<file path="config.mk">
export PLATFORM = sky130hd
export DESIGN_NAME = layer4_input_arbiter
export DESIGN_NICKNAME = d
export VERILOG_FILES = /design/src/rtl/layer4_input_arbiter.sv
export SDC_FILE = /design/constraint.sdc
export NUM_CORES = 1
export LEC_CHECK = 0
export ABC_AREA = 1
export CAP_MARGIN = 20
export CELL_PAD_IN_SITES_DETAIL_PLACEMENT = 1
export CELL_PAD_IN_SITES_GLOBAL_PLACEMENT = 1
export CORE_ASPECT_RATIO = 1.5
export CORE_MARGIN = 8
export CORE_UTILIZATION = 12
export DETAILED_ROUTE_END_ITERATION = 10
export PLACE_DENSITY = 0.87
export SYNTH_ARGS = -nofsm -noshare
export SYNTH_HDL_FRONTEND = slang
export SYNTH_SLANG_ARGS = --single-unit
</file>
<file path="constraint.sdc">
create_clock -name ap_clk -period 2 [get_ports ap_clk]
set_clock_uncertainty 0.05 [all_clocks]
set_input_delay 0.4 -clock ap_clk [delete_from_list [all_inputs] [get_ports ap_clk]]
set_output_delay 0.4 -clock ap_clk [all_outputs]
set_load 0.02 [all_outputs]
</file>
<file path="src/rtl/layer4_input_arbiter.sv">
// Two-requester frame arbiter in front of the SVM layer: grants whole feature frames,
// remembers who was granted in a tag FIFO and routes each returned label back to its owner.
module layer4_input_arbiter #(
  parameter int BEATS_PER_FRAME = 8,
  parameter int TAG_DEPTH       = 4
) (
  input  logic                         ap_clk,
  input  logic                         ap_rst,
  input  logic [127:0]                 s0_Data_TDATA,
  input  logic                         s0_Data_TVALID,
  output logic                         s0_Data_TREADY,
  input  logic [127:0]                 s1_Data_TDATA,
  input  logic                         s1_Data_TVALID,
  output logic                         s1_Data_TREADY,
  output logic [127:0]                 a_Data_TDATA,
  output logic                         a_Data_TVALID,
  input  logic                         a_Data_TREADY,
  input  logic [7:0]                   pre_label_TDATA,
  input  logic                         pre_label_TVALID,
  output logic                         pre_label_TREADY,
  output logic [7:0]                   label0_TDATA,
  output logic                         label0_TVALID,
  input  logic                         label0_TREADY,
  output logic [7:0]                   label1_TDATA,
  output logic                         label1_TVALID,
  input  logic                         label1_TREADY,
  output logic [$clog2(TAG_DEPTH):0]   in_flight
);

  localparam int PTR_W = $clog2(TAG_DEPTH);
  localparam int CNT_W = (BEATS_PER_FRAME > 1) ? $clog2(BEATS_PER_FRAME) : 1;
  localparam logic [PTR_W:0]   FULL_CNT  = (PTR_W + 1)'(TAG_DEPTH);
  localparam logic [CNT_W-1:0] LAST_BEAT = CNT_W'(BEATS_PER_FRAME - 1);

  typedef enum logic [1:0] {IDLE, GRANT0, GRANT1} state_t;

  state_t             state;
  logic               last_grant;
  logic [CNT_W-1:0]   beat_cnt;
  logic [TAG_DEPTH-1:0] tag_mem;
  logic [PTR_W-1:0]   wr_ptr;
  logic [PTR_W-1:0]   rd_ptr;
  logic               fifo_full;
  logic               fifo_empty;
  logic               grant_sel;
  logic               push;
  logic               pop;
  logic               head_tag;
  logic               beat_fire;

  assign fifo_full  = (in_flight == FULL_CNT);
  assign fifo_empty = (in_flight == '0);

  // Requester 1 wins when it is alone, or when both ask and requester 0 was served last.
  assign grant_sel = s1_Data_TVALID & (~s0_Data_TVALID | ~last_grant);
  assign push      = (state == IDLE) & ~fifo_full & (s0_Data_TVALID | s1_Data_TVALID);

  assign head_tag         = tag_mem[rd_ptr];
  assign pre_label_TREADY = ~fifo_empty & (head_tag ? label1_TREADY : label0_TREADY);
  assign pop              = pre_label_TVALID & pre_label_TREADY;
  assign label0_TDATA     = pre_label_TDATA;
  assign label1_TDATA     = pre_label_TDATA;
  assign label0_TVALID    = pre_label_TVALID & ~fifo_empty & ~head_tag;
  assign label1_TVALID    = pre_label_TVALID & ~fifo_empty &  head_tag;

  always_comb begin
    a_Data_TDATA   = '0;
    a_Data_TVALID  = 1'b0;
    s0_Data_TREADY = 1'b0;
    s1_Data_TREADY = 1'b0;
    case (state)
      GRANT0: begin
        a_Data_TDATA   = s0_Data_TDATA;
        a_Data_TVALID  = s0_Data_TVALID;
        s0_Data_TREADY = a_Data_TREADY;
      end
      GRANT1: begin
        a_Data_TDATA   = s1_Data_TDATA;
        a_Data_TVALID  = s1_Data_TVALID;
        s1_Data_TREADY = a_Data_TREADY;
      end
      default: ;
    endcase
  end

  assign beat_fire = a_Data_TVALID & a_Data_TREADY;

  always_ff @(posedge ap_clk or posedge ap_rst) begin
    if (ap_rst) begin
      state      <= IDLE;
      last_grant <= 1'b1;
      beat_cnt   <= '0;
    end else begin
      case (state)
        IDLE: begin
          if (push) begin
            state      <= grant_sel ? GRANT1 : GRANT0;
            last_grant <= grant_sel;
          end
        end
        GRANT0, GRANT1: begin
          // The grant is held through TVALID gaps until the last beat of the frame.
          if (beat_fire) begin
            if (beat_cnt == LAST_BEAT) begin
              beat_cnt <= '0;
              state    <= IDLE;
            end else begin
              beat_cnt <= beat_cnt + CNT_W'(1);
            end
          end
        end
        default: state <= IDLE;
      endcase
    end
  end

  always_ff @(posedge ap_clk or posedge ap_rst) begin
    if (ap_rst) begin
      wr_ptr    <= '0;
      rd_ptr    <= '0;
      in_flight <= '0;
    end else begin
      if (push) wr_ptr <= wr_ptr + PTR_W'(1);
      if (pop)  rd_ptr <= rd_ptr + PTR_W'(1);
      case ({push, pop})
        2'b10:   in_flight <= in_flight + (PTR_W + 1)'(1);
        2'b01:   in_flight <= in_flight - (PTR_W + 1)'(1);
        default: ;
      endcase
    end
  end

  // Tag storage is only meaningful behind the pointers, so it carries no reset.
  always_ff @(posedge ap_clk) begin
    if (push) tag_mem[wr_ptr] <= grant_sel;
  end

endmodule

</file>
After elaboration in Yosys (flattened, before gate mapping). Cells that the tools add are included.

Mux-type cells: 17. Order comparisons: 3. Equal/unequal tests: 9. Reductions and logical operators: 8. Bitwise gates (word level): 16. $add $sub $neg: 5.

Operators by type and width (number): 128-bit case mux with 2 select lines (1); 1-bit bitwise AND (9); 2-bit 2-to-1 mux (4); 3-bit by 1-bit adder with 3-bit output, second input constant (2); 3-bit equality test, second input constant (2); 2-bit by 3-bit less-than comparator with 1-bit output, second input constant (2); 2-bit != test, second input constant (3); 3-bit case mux with 2 select lines (1); 1-bit 2-to-1 mux (5); 1-bit NOT (5); 2-bit by 1-bit adder with 2-bit output, second input constant (2); 4-bit bitwise mux (1); 2-bit by 1-bit equality test with 1-bit output, second input constant (2); 2-bit equality test, second input constant (2); 2-bit case mux with 2 select lines (1); 2-bit AND reduction (2); 3-bit zero test (1); 3-bit 2-to-1 mux (1); 3-bit AND reduction (1); 3-bit by 1-bit subtractor with 3-bit output, second input constant (1); 1-bit binary-select mux with 2-bit select (1); 1-bit demux with 2-bit select (1); 2-bit by 1-bit greater-or-equal comparator with 1-bit output, second input constant (1); 2-bit zero test (1); other kinds (5) (6).

Logic and storage cells: 65. Output and inout port bits: 153. Register bits: 17.

Longest topological paths before layout. Gate-level depths: netlist (run 1).

Depth in word-level cells: 7. Gate-level depth with buffers: 13.

Worst setup path after synthesis (run 1). OpenSTA, ideal clock, no wires.

Kind: flip-flop to flip-flop. Start point: reg in_flight[2]. End point: reg in_flight[2]. Setup slack: -41 ps. Cell stages (with the launch flop): 11. Data arrival time: 1860 ps. Cell sequence: dfrtp_1 > nor3_1 > nor2_1 > nand3_1 > inv_1 > ha_1 > inv_1 > fa_1 > a21oi_1 > o21ai_0 > xnor2_1.

Longest elaborated chain between the ends: 6. Elaborated cells on any way between the ends: 14. Classes of those cells: add/sub: 2; eq/ne: 3; mux: 1; bitwise: 6; reduce/logical: 2.

Ends and longest elaborated chain: from (decl) (RTL line 27) `output logic [$clog2(TAG_DEPTH):0] in_flight`; from (signal assigned) (RTL line 126) `2'b10: in_flight <= in_flight + (PTR_W + 1)'(1);`; from (signal assigned) (RTL line 127) `2'b01: in_flight <= in_flight - (PTR_W + 1)'(1);`; 3-bit zero test (*) (RTL line 52) `assign fifo_empty = (in_flight == '0);`; 1-bit NOT (*) (RTL line 59) `assign pre_label_TREADY = ~fifo_empty & (head_tag ? label1_TREADY : label0_TREADY);`; 1-bit bitwise AND (*) (RTL line 59); 1-bit bitwise AND (*) (RTL line 60) `assign pop = pre_label_TVALID & pre_label_TREADY;`; named net pop (RTL line 47) `logic pop;`; 2-bit by 1-bit equality test with 1-bit output / 2-bit equality test (equally long branches) (RTL line 125) `case ({push, pop})`; 3-bit case mux with 2 select lines / 2-bit nonzero test (equally long branches).

Mark *: on every way through the listed nets, which the timed path passes. The rest lies on a longest branch. A chain may end at the register's enable or synchronous reset.

Worst setup path after layout (run 1).
Start point: reg state[0]. End point: out a_Data_TDATA[47].

Longest elaborated chain between the ends: 2. Elaborated cells on any way between the ends: 3. Classes of those cells: eq/ne: 2; mux: 1.

Ends and longest elaborated chain: from (decl) (RTL line 37) `state_t state;`; from (signal assigned) (RTL line 97) `state <= grant_sel ? GRANT1 : GRANT0;`; 2-bit equality test / 2-bit by 1-bit equality test with 1-bit output (equally long branches) (RTL line 71) `case (state)`; 128-bit case mux with 2 select lines (*) (RTL line 71); to (decl) (RTL line 15) `output logic [127:0] a_Data_TDATA,`.

Mark *: on every way between the ends. The rest lies on a longest branch, timed or not.

==> flow_summary.ini, run 1 <==
[outcome]
outcome = complete, but fails checks
violations = negative setup slack

[sta]
drv_slew = 0
rsz0062_at_grt = yes
fmax_mhz = 448
tightestPinTransition_ns = 0.577
setup_viol = 134
min_period_ns = 2.23
relSlewSlack_pct = 61.5
hold_violations = 0
layout_worst_path_cycle_share_pct = 112
worst_slack_ns = -0.231

[worst_setup_path]
cp.required_ns = 1.55
critical_path.endpoint = a_Data_TDATA[47]
timing.rr.start = rd_ptr[0]$_DFFE_PP0P_
end_kind = output port
worst_r2r_path_depth = 13
worst_setup_path_start_kind = register
worst-r2r-setup-slack_ns = -0.10
r2r-end = in_flight[2]$_DFFE_PP0P_
crit_type = register to output port
worstSetupStartpoint = state[0]$_DFFE_PP0P_
cp_max_fo = 16
arrival_ns = 1.78

[global_routing]
grt_antenna_before_repair = 11
grt_pass1_vias = 6439
grt_pass1_wl_mm = 40.9
grt_max_degree = 30
track_usage_pct = 18.3
overflow = 0

[power]
p_total_mw = 12.2
power.density_nw_per_um2 = 1250
vdd_drop_max_mv = 0.789
power_leakage_nw = 4.03

[clocking]
htree_levels = 1
clk_pin_slew_ns = 0.05
cts_tree = built
cts-root-buf = clkbuf_16
cts_buffer_depth = 2
clk_latency_ns = 0.25
cts_inserted_buffers = 3
cts_sinks = 17
ctsHoldBuffers = 0

[yosys]
synth_seq_cells = 17
syn_inst = 566
syn_area_um2 = 2960
syn_area_per_cell_um2 = 5.23
yosys_warnings = 0
yosysSeqAreaShare_pct = 15.1
synth.net_count = 849
ys_types = 27

[routing]
vias_per_cell = 4.45
vias = 5900
wl_met3_mm = 3.09
totalWireLength_mm = 32.3
post_drt_wl_per_cell_um = 24.4
top_layer_used = met5
route.met2.wl_mm = 16.2
dr.pass1.iters = 4
drtAntennaViolNets = 0
route.detailed.drc = 0
drtIter0Drc = 140
routedLengthMet1_mm = 11.4

[die]
die_x_um = 144
die_h_um = 208
num_io_pins = 425
start_util_pct = 12.2
die-area_um2 = 30100
core_um2 = 24300
core.rowCount = 70

[placed_design]
place_area_um2 = 7550
place_congestion = 0.805
port_buffers = 400
dp_hpwl_mm = 21.6

[cells_and_area]
fillers = 2855
final_net_count = 1284
areaGrowthSynthToFinish_pct = 228
layout-drive-gt1-share_pct = 46.3
fin_area_um2 = 9710

[hold_path]
hold_path_class = register to register

[run]
cap_viol_max_count = 0
## logic make-up after synthesis
family | Yosys count | share of synthesized area (%)
AO/OA/AOI/OAI | 138 | 23.6
XOR/XNOR | 4 | 1.18
buffers and inverters | 83 | 14.3
flip-flops | 17 | 15.1
AND/OR/NAND/NOR | 313 | 41.0
adder cells (fa/ha/maj) | 11 | 4.90
## per-layer routing
metal  global-route usage [%]  up-vias
li1                         -     2663
met1                     18.8     2780
met2                     32.2      336
met3                     6.72      105
met4                     7.85       16
met5                        0        -
## sequential cells by signal (all words and copies together) (netlist names)
| name | cells |
|---|---|
| tag_mem | 4 |
| state | 2 |
| rd_ptr | 2 |
| beat_cnt | 3 |
| in_flight | 3 |
| last_grant | 1 |
| wr_ptr | 2 |
## power by group
group | internal [mW] | leakage, nW | switching (mW)
Clock | 0.268 | 0.0409 | 0.147
Sequential | 0.525 | 0.192 | 0.127
Combinational | 5.08 | 3.80 | 6.02
## stage by stage
step / setup slack [ns] / utilization (%) / std cells / TNS [ns] / hold WS [ns]
finish: -0.231 / 39.9 / 1326 / -16.85 / 0.442
detailed placement: -0.451 / 31.0 / 1280 / -44.10 / 0.432
CTS: -0.224 / 34.6 / 1314 / -16.08 / 0.450
global route: -0.291 / 39.9 / 1326 / -25.83 / 0.458
global placement: -0.387 / 31.0 / 1280 / -33.25 / 0.409
floorplan: 0.00284 / - / 566 / 0 / 0.226
## synth_stat cells
cell type / count / area share (%)
nand2_1: 285 / 36
a21oi_1: 132 / 22
buf_2: 38 / 6.4
inv_1: 24 / 3.0
buf_4: 17 / 4.3
dfrtp_1: 12 / 10
nor2_1: 11 / 1.4
ha_1: 10 / 4.2
nand3_1: 8 / 1.4
edfxtp_1: 4 / 4.1
nand2_2: 3 / 0.63
o21ai_0: 3 / 0.51
clkbuf_1: 2 / 0.25
nand3_2: 2 / 0.68
xnor2_1: 2 / 0.59
xor2_1: 2 / 0.59
a21boi_1: 1 / 0.25
a22o_1: 1 / 0.30
and2_1: 1 / 0.21
and3_1: 1 / 0.21
buf_1: 1 / 0.13
dfstp_2: 1 / 0.89
fa_1: 1 / 0.68
inv_2: 1 / 0.13
nand4_1: 1 / 0.21
nor3_1: 1 / 0.17
o21a_1: 1 / 0.25
## worst min path at each step
stage          slack [ns]                    start  cells past startpoint                 endpoint
6_report             0.44  beat_cnt[2]$_DFFE_PP0P_                      2  beat_cnt[2]$_DFFE_PP0P_
5_1_grt              0.46  beat_cnt[2]$_DFFE_PP0P_                      2  beat_cnt[2]$_DFFE_PP0P_
4_1_cts              0.45  beat_cnt[2]$_DFFE_PP0P_                      2  beat_cnt[2]$_DFFE_PP0P_
3_5_place_dp         0.43  beat_cnt[2]$_DFFE_PP0P_                      2  beat_cnt[2]$_DFFE_PP0P_
3_3_place_gp         0.41  beat_cnt[1]$_DFFE_PP0P_                      2  beat_cnt[1]$_DFFE_PP0P_
2_1_floorplan        0.23                   ap_rst                      1  beat_cnt[0]$_DFFE_PP0P_
## cell type report
cell class | count | area [um2] | area share (%)
well taps | 324 | 405 | 4.17
diodes | 2 | 5.00 | 0.0515
multi-input cells | 466 | 3340 | 34.4
clock inverters | 1 | 5.00 | 0.0515
clock buffers | 3 | 75.1 | 0.773
flip-flops and latches | 17 | 449 | 4.62
inverters | 25 | 101 | 1.04
repair buffers | 488 | 5340 | 54.9
## worst max-delay path: stages, from the launching register on
cell and delay [ns]:
dfrtp_1 0.41, inv_2 0.12, ha_4 0.24, buf_12 0.18
buf_4 0.13, nand2_1 0.06, a21oi_1 0.19, buf_4 0.18
## placed cells by master, fill, tap and decap left out, types with 2 or more instances in the layout
cell type and count:
clkdlybuf4s50_1 266, nand2_1 178, buf_4 91, buf_6 90, a21oi_2 84, nand2_4 65
nand2_2 45, a21oi_1 27, a21oi_4 21, inv_1 19, buf_16 17, buf_12 15
dfrtp_1 10, nor2_1 9, clkbuf_16 9, ha_1 7, nand3_1 5, inv_2 5
edfxtp_1 4, nand3_4 3, ha_4 3, diode_2 2, o21ai_1 2, xnor2_1 2
xor2_1 2, nand3_2 2, nor2_4 2, dfrtp_2 2
## repair_timing
item | 4_1_cts | 5_1_grt
endpoints found under the setup margin | 136 | 141
pin swaps | 49 | 88
gates resized for setup | 798 | 289
gates cloned | 16 | 7
buffers inserted | 15 | 6
No activity file was read; power rests on OpenSTA's default activity.
==> inputs of run 2 (changes only) <==
- CORE_AREA: default -> 2 2 165 167
- CORE_ASPECT_RATIO: 1.5 -> default
- CORE_MARGIN: 8 -> default
- CORE_UTILIZATION: 12 -> default
- DIE_AREA: default -> 0 0 167 169
- PLACE_DENSITY: 0.87 -> 0.82
- SLEW_MARGIN: default -> 20
==> run 2 against run 1 <==
  * The flow still finishes with violations (negative setup slack)
  * Non-clock buffer count down 1
  * Sequential power down 1%
  * Worst setup slack better by 0.011 ns
  * Fmax up 0.49%
  * Core utilization down 4.4 points
  * Register-to-register slack better by 0.03 ns
  * Wire length down 23%
  * Global-route usage down 4.4 points
  * Final cell count up 1.1%
  * Via count down 3.9%
==> flow_summary.ini, run 2 (same netlist as run 1, synthesis figures left out) <==
[placed_design]
dp_hpwl_mm = 16.1
place_congestion = 0.748
port_buffers = 400
placed_cells = 1299

[power]
power.density_nw_per_um2 = 1230
vdd_drop_max_mv = 0.785
switchingPower_mw = 5.87
internal_power_mw = 5.69
combPwrFrac_pct = 91.0
power_leakage_nw = 3.87
p_seq_share_pct = 5.6
clkPwrFrac_pct = 3.4
swShare_pct = 50.8

[worst_setup_path]
critPathSlowestCell = dfrtp_1
cp.required_ns = 1.55
worst_setup_path_start_kind = register
cp_max_fo = 7
crit_type = register to output port
crit_family = buffers and inverters
end_kind = output port
cpMostUsedCell = buf_6
path_cells = buf_6 > ha_4 > buf_12 > clkbuf_16 > nand2_1 > a21oi_2 > buf_6
crit_buf_inv = 4
arrival_ns = 1.77
max_stage_delay_ns = 0.38

[cells_and_area]
layout_common_cells = clkdlybuf4s50_1, nand2_1, buf_4
antennaDiodeCount = 0
seq_area_um2 = 449
largest_reg_flops = 4
fin_cells = 1340
final_net_count = 1283
layout-drive-gt1-share_pct = 43.8
areaGrowthSynthToFinish_pct = 217
final_common_cell = clkdlybuf4s50_1
top_register = tag_mem
top_regs = tag_mem: 4 flops, beat_cnt: 3 flops, in_flight: 3 flops
final_util_pct = 35.5
multi_input_area_um2 = 3150
fillers = 3094

[clocking]
clk_latency_ns = 0.25
clk_pin_slew_ns = 0.05
cts_buffer_depth = 2
cts_tree = built
cts-root-buf = clkbuf_16
cts_inserted_buffers = 3
ctsHoldBuffers = 0
htree_levels = 1
cts_sinks = 17

[routing]
totalWireLength_mm = 24.9
vias = 5668
post_drt_wl_per_cell_um = 18.6
vias_per_cell = 4.23
drtAntennaViolNets = 0
drtIter0Drc = 165
dr.pass1.iters = 4
route.detailed.drc = 0

[global_routing]
grt_antenna_before_repair = 0
grt_max_degree = 61
track_usage_pct = 13.8
grt_pass1_wl_mm = 31.4
grt_pass1_vias = 5738
overflow = 0

[die]
core.rowCount = 60
core_um2 = 26500
die-area_um2 = 28200
die_h_um = 169
die_x_um = 167
num_io_pins = 425
start_util_pct = 11.2

[sta]
hold_violations = 0
setup_viol = 130
worst_slack_ns = -0.220
fmax_mhz = 450
layout_worst_path_cycle_share_pct = 111
drv_slew = 0
min_period_ns = 2.22
rsz0062_at_grt = yes
tightestPinTransition_ns = 0.527
relSlewSlack_pct = 64.8
fin_hold_ws_ns = 0.426
final.setup.tns_ns = -13.90

[outcome]
violations = negative setup slack
outcome = complete, but fails checks

[hold_path]
hold_path_class = register to register

[run]
cap_viol_max_count = 0
run 2: worst reg2reg max path: cells and delay by family, from the launching register on:
family | cells | cell delay [ns]
adders and majority gates | 2 | 0.48
xor gates and xnor gates | 1 | 0.19
buffers and inverters | 3 | 0.20
AOI/OAI and AO/OA | 2 | 0.20
and+or+nand+nor | 5 | 0.47
DFF | 1 | 0.41
run 2: layer usage:
metal	global-route usage [%]	part of all wire [%]	wire length [um]
met5	0	0	0
met4	3.34	2.6	648
met3	2.67	5.9	1480
met2	26.1	53	13200
met1	16.1	38	9560
run 2: final timing paths:
path | slack [ns] | endpoint | cells past startpoint | from
max reg2reg | -0.07 | in_flight[2]$_DFFE_PP0P_ | 13 | rd_ptr[0]$_DFFE_PP0P_
max | -0.22 | a_Data_TDATA[28] | 7 | state[0]$_DFFE_PP0P_
min | 0.43 | beat_cnt[1]$_DFFE_PP0P_ | 2 | beat_cnt[1]$_DFFE_PP0P_
min in group asynchronous | 0.44 | beat_cnt[1]$_DFFE_PP0P_ | 2 | ap_rst
max in group asynchronous | 1.07 | in_flight[0]$_DFFE_PP0P_ | 2 | ap_rst
min reg2reg | 0.43 | beat_cnt[1]$_DFFE_PP0P_ | 2 | beat_cnt[1]$_DFFE_PP0P_
run 2: power groups by stage:
stage / sequential (mW) / clock, mW / combinational (mW)
after floorplan: 0.663 / 0 / 3.52
after global placement: 0.613 / 0 / 7.09
after detailed placement: 0.628 / 0 / 7.24
after CTS: 0.627 / 0.412 / 7.90
after global routing: 0.665 / 0.424 / 11.2
final: 0.644 / 0.398 / 10.5
run 2: repair_timing:
| item | CTS | global route |
|---|---|---|
| gates cloned | 8 | 14 |
| setup buffers | 4 | 12 |
| gates resized for setup | 551 | 465 |
| pin swaps | 8 | 92 |
| setup endpoints to repair | 136 | 137 |
run 2: stage by stage:
step | power, mW | instance area, um2 | setup slack (ns)
finish | 11.6 | 9410 | -0.220
global route | 12.3 | 9410 | -0.293
CTS | 8.94 | 7890 | -0.262
detailed placement | 7.86 | 7590 | -0.484
global placement | 7.70 | 7590 | -0.464
floorplan | 4.18 | 2970 | 0.00284
run 2: final cells by class:
cell class	count	area share (%)
Inverter	25	1.08
Clock inverter	1	0.0532
Multi-Input combinational cell	466	33.5
Tap cell	341	4.54
Sequential cell	17	4.78
Timing Repair Buffer	487	55.2
Clock buffer	3	0.798
==> inputs of run 3 (changes only) <==
- CORE_AREA: 2 2 165 167 -> default
- CORE_ASPECT_RATIO: default -> 1.5
- CORE_MARGIN: default -> 5
- CORE_UTILIZATION: default -> 12
- DIE_AREA: 0 0 167 169 -> default
- PLACE_DENSITY: 0.82 -> 0.87
- SKIP_LAST_GASP: default -> 1
==> run 3 against run 2 <==
  * The run still ends with negative setup slack left
  * Clock power increased by 4%
  * Design area decreased by 11%
  * Register-to-register slack improved by 0.08 ns
  * Critical path depth unchanged
  * Worst setup slack improved by 0.045 ns
  * Global-route usage increased by 2.3 points
  * Die area decreased by 0.80%
  * Wire length increased by 9.7%
  * Non-clock buffer count decreased by 10
  * Total power decreased by 14%
  * Largest power group unchanged
  * Highest routed layer is now met5
==> flow_summary.ini, run 3 (same netlist as run 1, synthesis figures left out) <==
[outcome]
outcome = complete, but fails checks
violations = negative setup slack

[worst_setup_path]
worst_setup_path_start_kind = register
r2r-end = in_flight[2]$_DFFE_PP0P_
timing.rr.start = rd_ptr[0]$_DFFE_PP0P_
end_kind = output port
cp_max_fo = 17
crit_type = register to output port
cp.required_ns = 1.55
worst-r2r-setup-slack_ns = 0.01
worst_r2r_path_depth = 13
arrival_ns = 1.73

[die]
start_util_pct = 12.2
die-area_um2 = 28000
core_um2 = 24300
num_io_pins = 425
core.rowCount = 70
die_h_um = 202
die_x_um = 138

[hold_path]
whs_endpoint = beat_cnt[2]$_DFFE_PP0P_
hold_path_class = register to register
hold_depth = 2
min_from = beat_cnt[2]$_DFFE_PP0P_

[routing]
top_layer_used = met5
dr.pass1.iters = 4
wl_met3_mm = 2.56
route.detailed.drc = 0
vias = 5608
routedLengthMet1_mm = 9.75
post_drt_wl_per_cell_um = 20.8
drtIter0Drc = 195
vias_per_cell = 4.26
drtAntennaViolNets = 0
route.met2.wl_mm = 13.9
totalWireLength_mm = 27.3

[sta]
relSlewSlack_pct = 61.5
setup_viol = 126
fmax_mhz = 460
min_period_ns = 2.18
layout_worst_path_cycle_share_pct = 109
drv_slew = 0
rsz0062_at_grt = yes
tightestPinTransition_ns = 0.576
worst_slack_ns = -0.175
hold_violations = 0

[cells_and_area]
largest_reg_flops = 4
top_regs = tag_mem: 4 flops, beat_cnt: 3 flops, in_flight: 3 flops
layout-drive-gt1-share_pct = 31.7
fin_cells = 1316
top_register = tag_mem
final_net_count = 1273
layout_common_cells = nand2_1, clkdlybuf4s50_1, buf_4
fin_area_um2 = 8340
areaGrowthSynthToFinish_pct = 182

[power]
vdd_drop_max_mv = 0.656
power_leakage_nw = 3.38
power.density_nw_per_um2 = 1190

[clocking]
cts_tree = built
cts_inserted_buffers = 3
ctsHoldBuffers = 0
cts-root-buf = clkbuf_16
htree_levels = 1
clk_latency_ns = 0.25
cts_buffer_depth = 2
clk_pin_slew_ns = 0.05
cts_sinks = 17

[placed_design]
place_area_um2 = 7630
dp_hpwl_mm = 21.0
dp_slack_ns = -0.424
place_congestion = 0.878
placed_cells = 1281
port_buffers = 400

[global_routing]
grt_pass1_vias = 5941
track_usage_pct = 16.2
grt_max_degree = 46
grt_pass1_wl_mm = 35.2
grt_antenna_before_repair = 16
overflow = 0

[run]
cap_viol_max_count = 0
-- run 3: report_power, final --
group / total, mW / switching (mW) / internal [mW]
Clock: 0.412 / 0.141 / 0.271
Sequential: 0.635 / 0.109 / 0.526
Combinational: 8.92 / 4.87 / 4.05
-- run 3: repair_timing --
item | CTS | global route
resized for setup | 339 | 467
setup endpoints to repair | 136 | 136
pin swaps | 2 | 29
setup buffers | 2 | 14
cloned | 1 | 12
-- run 3: critical path: stages (launching register included) --
cell and delay, ns:
dfrtp_1 0.37, buf_6 0.12, ha_4 0.20, buf_12 0.17, buf_12 0.15, nand2_1 0.07, a21oi_1 0.21, buf_4 0.18
-- run 3: how the worst max path moves through the flow --
stage                          endpoint  depth (start not counted)  slack [ns]                     start
3_5_place_dp   in_flight[2]$_DFFE_PP0P_                         11       -0.42          pre_label_TVALID
6_report               a_Data_TDATA[93]                          7       -0.18      state[0]$_DFFE_PP0P_
4_1_cts                a_Data_TDATA[26]                          6       -0.28      state[1]$_DFFE_PP0P_
3_3_place_gp   in_flight[2]$_DFFE_PP0P_                         11       -0.38          pre_label_TVALID
5_1_grt                a_Data_TDATA[93]                          7       -0.26      state[0]$_DFFE_PP0P_
2_1_floorplan  in_flight[2]$_DFFE_PP0P_                         10       0.003  in_flight[1]$_DFFE_PP0P_
-- run 3: metal layers --
| metal | up-vias | GRT usage (%) |
|---|---|---|
| li1 | 2642 | - |
| met1 | 2595 | 16.4 |
| met2 | 262 | 29.3 |
| met3 | 83 | 7.88 |
| met4 | 26 | 4.77 |
| met5 | - | 0 |
-- run 3: through the flow --
| stage | utilization, % | setup TNS [ns] | hold WS (ns) | total power, mW |
|---|---|---|---|---|
| after floorplan | - | 0 | 0.226 | 4.18 |
| after global placement | 31.3 | -32.98 | 0.408 | 7.80 |
| after detailed placement | 31.3 | -39.07 | 0.432 | 8.01 |
| after CTS | 31.5 | -29.35 | 0.444 | 8.20 |
| after global routing | 34.2 | -20.10 | 0.456 | 10.6 |
| final | 34.3 | -9.44 | 0.437 | 9.96 |
-- run 3: layout make-up --
| cell class | count | area (um2) |
|---|---|---|
| multi-input cells | 466 | 2510 |
| well taps | 324 | 405 |
| repair buffers | 477 | 4790 |
| clock buffers | 4 | 78.8 |
| flip-flops and latches | 17 | 449 |
| fillers | 2987 | 16000 |
| inverters | 25 | 101 |
| diodes | 3 | 7.51 |
